$ cat config.mk
export PLATFORM = sky130hd
export DESIGN_NAME = execute_writeback
export DESIGN_NICKNAME = d
export VERILOG_FILES = /design/src/rtl/execute_writeback.sv
export SDC_FILE = /design/constraint.sdc
export NUM_CORES = 1
export LEC_CHECK = 0
export CORE_ASPECT_RATIO = 1.25
export CORE_MARGIN = 5
export CORE_UTILIZATION = 43
export CTS_CLUSTER_SIZE = 8
export DETAILED_ROUTE_END_ITERATION = 8
export GPL_ROUTABILITY_DRIVEN = 0
export GPL_TIMING_DRIVEN = 0
export MAX_ROUTING_LAYER = met4
export PLACE_DENSITY_LB_ADDON = 0.08
export SETUP_SLACK_MARGIN = 0.05
export SLEW_MARGIN = 40
export SYNTH_ARGS = -nofsm -noshare
export SYNTH_HDL_FRONTEND = slang
export SYNTH_SLANG_ARGS = --single-unit
export TNS_END_PERCENT = 10
$ cat constraint.sdc
create_clock -name clk -period 2 [get_ports clk]
set_input_delay 0.3 -clock clk [delete_from_list [all_inputs] [get_ports clk]]
set_output_delay 0.3 -clock clk [all_outputs]
set_load 0.01 [all_outputs]
$ cat src/rtl/execute_writeback.sv
// execute_writeback: retires execute_add results to the register file through a
// 2-entry in-order buffer, owns the architectural carry flag, and either bypasses
// buffered results to decode or raises a read-after-write hazard.
// Optional feature macro: EXECUTE_WRITEBACK_FORWARD_EN (defined = bypass, undefined = hazard).
// Opecode/width parameters mirror defs_insn.v and can be overridden at instantiation.
module execute_writeback #(
  parameter int LEN_OPECODE = 6,
  parameter int LEN_REG     = 32,
  parameter int LEN_REGADDR = 5,
  parameter logic [LEN_OPECODE-1:0] OPECODE_ADD = 6'd1,
  parameter logic [LEN_OPECODE-1:0] OPECODE_SUB = 6'd2,
  parameter logic [LEN_OPECODE-1:0] OPECODE_ADC = 6'd3,
  parameter logic [LEN_OPECODE-1:0] OPECODE_SBC = 6'd4
) (
  input  logic                   clk,
  input  logic                   rst,
  input  logic                   ex_valid,
  output logic                   ex_ready,
  input  logic [LEN_OPECODE-1:0] ex_opecode,
  input  logic                   ex_wr_en,
  input  logic [LEN_REGADDR-1:0] ex_waddr,
  input  logic [LEN_REG-1:0]     ex_data,
  input  logic                   ex_carry,
  output logic                   carry_flag,
  output logic                   rf_we,
  output logic [LEN_REGADDR-1:0] rf_waddr,
  output logic [LEN_REG-1:0]     rf_wdata,
  input  logic                   rf_ready,
  input  logic [LEN_REGADDR-1:0] rd_addr,
  input  logic [LEN_REGADDR-1:0] rs_addr,
  output logic                   fwd_rd_hit,
  output logic                   fwd_rs_hit,
  output logic [LEN_REG-1:0]     fwd_rd_data,
  output logic [LEN_REG-1:0]     fwd_rs_data,
  output logic                   hazard
);

  typedef enum logic [1:0] {
    EMPTY = 2'd0,
    ONE   = 2'd1,
    FULL  = 2'd2
  } state_t;

  state_t                 state;
  logic [LEN_REGADDR-1:0] addr0;
  logic [LEN_REGADDR-1:0] addr1;
  logic [LEN_REG-1:0]     data0;
  logic [LEN_REG-1:0]     data1;
  logic                   carry_q;

  logic accept;
  logic push;
  logic pop;
  logic carry_op;
  logic valid0;
  logic valid1;
  logic rd_m0;
  logic rd_m1;
  logic rs_m0;
  logic rs_m1;

  // Slot 0 is always the head (oldest); slot 1 exists only when FULL.
  assign valid0   = (state != EMPTY);
  assign valid1   = (state == FULL);

  assign ex_ready = !rst && (state != FULL);
  assign accept   = ex_valid && ex_ready;
  assign push     = accept && ex_wr_en;

  // rf_we is masked by rst so a pending entry is never written during the reset cycle.
  assign rf_we    = !rst && valid0;
  assign pop      = rf_we && rf_ready;
  assign rf_waddr = addr0;
  assign rf_wdata = data0;

  assign carry_op = (ex_opecode == OPECODE_ADD) || (ex_opecode == OPECODE_SUB) ||
                    (ex_opecode == OPECODE_ADC) || (ex_opecode == OPECODE_SBC);

  assign carry_flag = carry_q;

  // Buffer occupancy FSM plus carry flag; a pop from FULL shifts slot 1 into the head.
  always_ff @(posedge clk) begin
    if (rst) begin
      state   <= EMPTY;
      addr0   <= '0;
      addr1   <= '0;
      data0   <= '0;
      data1   <= '0;
      carry_q <= 1'b0;
    end else begin
      if (accept && carry_op) begin
        carry_q <= ex_carry;
      end
      case (state)
        EMPTY: begin
          if (push) begin
            addr0 <= ex_waddr;
            data0 <= ex_data;
            state <= ONE;
          end
        end
        ONE: begin
          if (push && pop) begin
            addr0 <= ex_waddr;
            data0 <= ex_data;
          end else if (push) begin
            addr1 <= ex_waddr;
            data1 <= ex_data;
            state <= FULL;
          end else if (pop) begin
            state <= EMPTY;
          end
        end
        FULL: begin
          if (pop) begin
            addr0 <= addr1;
            data0 <= data1;
            state <= ONE;
          end
        end
        default: state <= EMPTY;
      endcase
    end
  end

  // Operand match against each valid entry; register 0 never matches.
  assign rd_m0 = valid0 && (rd_addr != '0) && (addr0 == rd_addr);
  assign rd_m1 = valid1 && (rd_addr != '0) && (addr1 == rd_addr);
  assign rs_m0 = valid0 && (rs_addr != '0) && (addr0 == rs_addr);
  assign rs_m1 = valid1 && (rs_addr != '0) && (addr1 == rs_addr);

`ifdef EXECUTE_WRITEBACK_FORWARD_EN
  // Slot 1 is younger than slot 0, so it takes priority when both match.
  assign fwd_rd_hit  = rd_m0 || rd_m1;
  assign fwd_rs_hit  = rs_m0 || rs_m1;
  assign fwd_rd_data = rd_m1 ? data1 : (rd_m0 ? data0 : '0);
  assign fwd_rs_data = rs_m1 ? data1 : (rs_m0 ? data0 : '0);
  assign hazard      = 1'b0;
`else
  assign fwd_rd_hit  = 1'b0;
  assign fwd_rs_hit  = 1'b0;
  assign fwd_rd_data = '0;
  assign fwd_rs_data = '0;
  assign hazard      = rd_m0 || rd_m1 || rs_m0 || rs_m1;
`endif

endmodule

; ---- After elaboration in Yosys (flattened, before gate mapping)
; Cells that the tools add are included.
[totals]
register_bits = 77
out_inout_bits = 107
[classes]
eq_ne = 16
muxes = 14
n_bitwise = 1
reduce_logical = 30
[op_table]
columns = operator, count
row1 = $mux W32, 3
row2 = $pmux W32 S3, 1
row3 = $eq A5 B5 Y1, 4
row4 = $logic_and A1 B1 Y1, 15
row5 = $mux W5, 3
row6 = $pmux W5 S3, 1
row7 = $eq A6 B2 Y1 const B, 2
row8 = $mux W2, 5
row9 = $ne A2 B2 Y1 const B, 5
row10 = $reduce_bool A5 Y1, 2
row11 = $reduce_and A4 Y1, 2
row12 = $eq A6 B1 Y1 const B, 1
row13 = $eq A6 B3 Y1 const B, 1
row14 = $logic_or A1 B1 Y1, 6
row15 = $pmux W2 S3, 1
row16 = $ne A3 B3 Y1 const B, 1
row17 = $reduce_and A3 Y1, 1
row18 = $reduce_bool A3 Y1, 1
row19 = $eq A2 B1 Y1 const B, 1
row20 = $eq A2 B2 Y1 const B, 1
row21 = $logic_not A2 Y1, 1
row22 = $reduce_bool A2 Y1, 1
row23 = $logic_not A1 Y1, 1
row24 = $not A1 Y1, 1

; ---- Longest topological paths before layout
[depth]
ltp_word = 7
mapped_depth = 6
depth_no_buf = 4

; ---- Worst setup path before layout
; OpenSTA, ideal clock, no wires.
[synth_path]
path_type = flip-flop to output port
start = register state[1]
end = output port hazard
t_arrival_ns = 1.285
required_ns = 1.700
setup_slack_ns = 0.415
stages_incl_launch_ff = 5
n_path_buf = 1
cell_sequence = dfxtp_1 > nor2b_1 > clkbuf_1 > a32oi_1 > o22ai_1
[synth_between]
elab_chain_len = 6
elab_cells_between_ends = 13
[synth_lines]
columns = item, line_no
row1 = from (decl), 44  ; state_t state;
row2 = from (signal assigned), 84  ; state <= EMPTY;
row3 = from (signal assigned), 99  ; state <= ONE;
row4 = from (signal assigned), 109  ; state <= FULL;
row5 = $eq A2 B2 Y1 / $reduce_bool A2 Y1 (equally long branches), "64, 63"
row6 = $logic_and A1 B1 Y1 (on tied branches) (2 in series), "128, 127"
row7 = $logic_or A1 B1 Y1 (2 in series), 144  ; assign hazard = rd_m0 || rd_m1 || rs_m0 || rs_m1;
row8 = $logic_or A1 B1 Y1 *, 144
row9 = to (decl), 35  ; output logic hazard
; Mark *: on every way between the ends. The rest lies on a longest branch, timed or not.

; ---- Final worst setup path
[layout_path]
start = input port rs_addr[3]
end = output port hazard
[layout_between]
elab_chain_len = 5
elab_cells_between_ends = 9
[layout_lines]
columns = item, line_no
row1 = from (decl), 30  ; input logic [LEN_REGADDR-1:0] rs_addr,
row2 = $reduce_bool A5 Y1, "129, 130"
row3 = $logic_and A1 B1 Y1 (2 in series), 129  ; assign rs_m0 = valid0 && (rs_addr != '0) && (addr0 == rs_addr);
row4 = $logic_or A1 B1 Y1, 144
row5 = $logic_or A1 B1 Y1 *, 144
; Marked as above.

==> flow_summary_export.csv <==
group,metric,value,unit
outcome,status,"completed",
clock_network,cts_sinks,77,
global_route,grtUsageMet1,20.6,%
final_layout,antenna_cells,0,
synth,async_reset_ff_share,0,%
final_layout,drive_gt1_share,17.2,%
setup_path,crit_fanout,3,
die,die_w,95.0,µm
clock_network,cts_max_level,3,
synth,synth-seq-cells,77,
drt,viasPerCell,4.57,
clock_network,hold_buffers,0,
setup_path,worstSetupPathType,"in -> out",
worst_hold_path,hp-class,"reg -> reg",
global_route,grt_max_degree,14,
drt,dr_total_vias,3446,
synth,synth-edff-count,0,
die,num_rows,38,
setup_path,cpLargestDelayFamily,"simple AND/OR/NAND/NOR gates",
setup_path,slowest_stage,"or4_1",
drt,wire_per_inst,13.4,µm
pwr,p_leak,0.00236,µW
drt,postRouteAntennaNets,0,
final_layout,syn_to_final_growth,41.0,%
global_route,gr-total-overflow,0,
global_route,busiest_layer,"met2",
global_route,grt_use_total,18.8,%
synth,synthFlopType,"dfxtp_1",
run,drv_cap,0,
drt,firstDrtPassIters,6,
clock_network,cts_tree,"done",
sta,setup_tns,0,ns
sta,setup_slack,0.0453,ns
setup_path,critPathMaxStageDelay,0.50,ns
pwr,pwr-share-seq,48.2,%
setup_path,crit_chain,"clkdlybuf4s50_1 > or4_1 > nor2_1 > o22ai_1 > buf_2",
die,dieArea,11000,µm²
synth,synth_cell_types,32,
synth,yosys.area.top_type_share,39.7,%
placement,dp.final_hpwl,7710,µm
sta,slew_headroom,61.8,%
pwr,pwr-share-comb,22.3,%
clock_network,clk_latency,0.34,ns
sta,fmaxAchievable,0.512,GHz
clock_network,cts_root_buffer,"clkbuf_8",
drt,drc,0,
pwr,ir_drop,0.520,mV
placement,preCtsSetupSlack,-0.451,ns
clock_network,cts_made_buffers,9,
drt,drt-total-wl,10100,µm
synth,netlist_area,3880,µm²
pwr,clock_power_share,29.6,%
placement,port_buffers,98,
setup_path,cp-start-kind,"primary input",
sta,worst_pin_slew,0.573,ns
setup_path,critPathBufInv,2,
final_layout,seq_area,1550,µm²
final_layout,utilization,62.5,%
setup_path,end_kind,"output port",
clock_network,clkTransAtPathRegs,0.08,ns
sta,fin_crit_sh,97.7,%
synth,syn_avg_cell_area,8.52,µm²
global_route,grtUsageMet2,33.2,%
global_route,grt_pass1_wl,16000,µm
synth,synth.most_common_cell,"nor2_1",
pwr,p_switching,982,µW
pwr,swShare,28.4,%
die,pin_count,166,
pwr,power.density,633,nW/µm²
sta,hold_viol,0,
synth,synth_largest_area_cell,"dfxtp_1",
global_route,grt_antenna_before_repair,0,
global_route,grt_pass1_vias,3444,
pwr,p_int,2480,µW
final_layout,fin_nets,688,
clock_network,clockBufferDepth,2,
synth,synth_common_cells,"83 x nor2_1, 77 x dfxtp_1, 76 x nand2_1, 68 x buf_4, 38 x mux2i_1",
synth,ys_seq_area_share,39.7,%
die,die_y,116,µm
synth,ys_warn_count,0,
sta,hold_ws,0.477,ns
die,core-area,8750,µm²
setup_path,cp_data_arrival_time,1.65,ns
sta,rsz0062_at_grt,"true",
die,start_util,44.3,%
drt,drtIter0Drc,127,
final_layout,multi_input_area,1930,µm²
global_route,gr-usage-met3,4.06,%
synth,synth_cells,455,
synth,ys_top_cells_by_area,"dfxtp_1 40%, buf_4 13%, mux2i_1 9.8%",
sta,finalSetupViolCount,0,
sta,drv_slew,0,
sta,skew,0.00865,ns
final_layout,num-fill-cells,806,
setup_path,crit_required,1.70,ns
sta,min_period,1.95,ns
==> final cells by class <==
class	count	share of cell area (%)
Multi-Input combinational cell	347	35.4
Sequential cell	77	28.3
Timing Repair Buffer	98	18.1
Buffer	95	12.4
Tap cell	120	2.75
Clock buffer	10	2.33
Clock inverter	6	0.709
Inverter	1	0.0686
==> worst register-to-register path, delay by kind of cell (launching register included) <==
kind	cells	cell delay, ns
flip-flops	1	0.37
multiplexers	1	0.21
AND/OR/NAND/NOR	3	0.43
buffers and inverters	2	0.49
==> state kept, by name (all words and copies together), names as in the netlist <==
register / flops
data1: 32
rf_wdata: 32
addr1: 5
rf_waddr: 5
state: 2
carry_flag: 1
==> worst paths after layout <==
| path | from | end | slack [ns] | cells past startpoint |
|---|---|---|---|---|
| setup reg to reg | state[1]$_SDFFE_PP0P_ | data1[31]$_SDFFE_PP0P_ | 0.37 | 6 |
| setup / recovery | rs_addr[3] | hazard | 0.05 | 5 |
| hold / removal | data1[21]$_SDFFE_PP0P_ | rf_wdata[21]$_SDFFE_PP0P_ | 0.48 | 2 |
| hold reg to reg | data1[21]$_SDFFE_PP0P_ | rf_wdata[21]$_SDFFE_PP0P_ | 0.48 | 2 |
==> layout by cell type, fill, tap and decap left out, drive strengths merged, types with 3 or more instances in the layout <==
cell,instances
conb,66
dlymetal6s2s,6
a311oi,37
clkbuf,23
clkinv,3
nand2,76
mux2i,38
xor2,18
dfxtp,77
clkdlybuf4s50,89
nor2,83
buf,83
nor4,5
==> stage by stage <==
stage          cells  total power, µW  instance area, µm²
2_1_floorplan    520             2110                4120
3_3_place_gp     738             2450                5250
3_5_place_dp     738             2460                5250
4_1_cts          754             3480                5430
5_1_grt          754             3630                5470
6_report         754             3460                5470
==> layer usage <==
metal,share of wire [%],vias up
met1,41,1567
li1,-,1750
met5,0,-
met2,51,116
met4,1.4,0
met3,6.5,13
==> repair_timing <==
action                     4_1_cts  5_1_grt
setup endpoints to repair        3        2
pin swaps                        1        3
gates resized for setup         14       16
buffers inserted                 0        0
==> cell families (layout without fill, tap and decap cells) <==
logic type	Yosys count	count (layout)	share of synthesized area [%]
AOI/OAI and AO/OA	46	46	10.2
xor gates and xnor gates	20	20	4.52
buffers and inverters	96	210	17.2
DFF	77	77	39.7
muxes	38	38	9.81
other	1	66	0.0967
and+or+nand+nor	177	177	18.4
==> power groups by stage <==
stage | combinational [µW] | clock, µW | sequential (µW)
detailed placement | 761 | 0 | 1700
floorplan | 383 | 0 | 1730
finish | 770 | 1020 | 1670
global placement | 749 | 0 | 1700
global route | 842 | 1110 | 1680
CTS | 762 | 1050 | 1670
No activity file was read; power rests on OpenSTA's default activity.
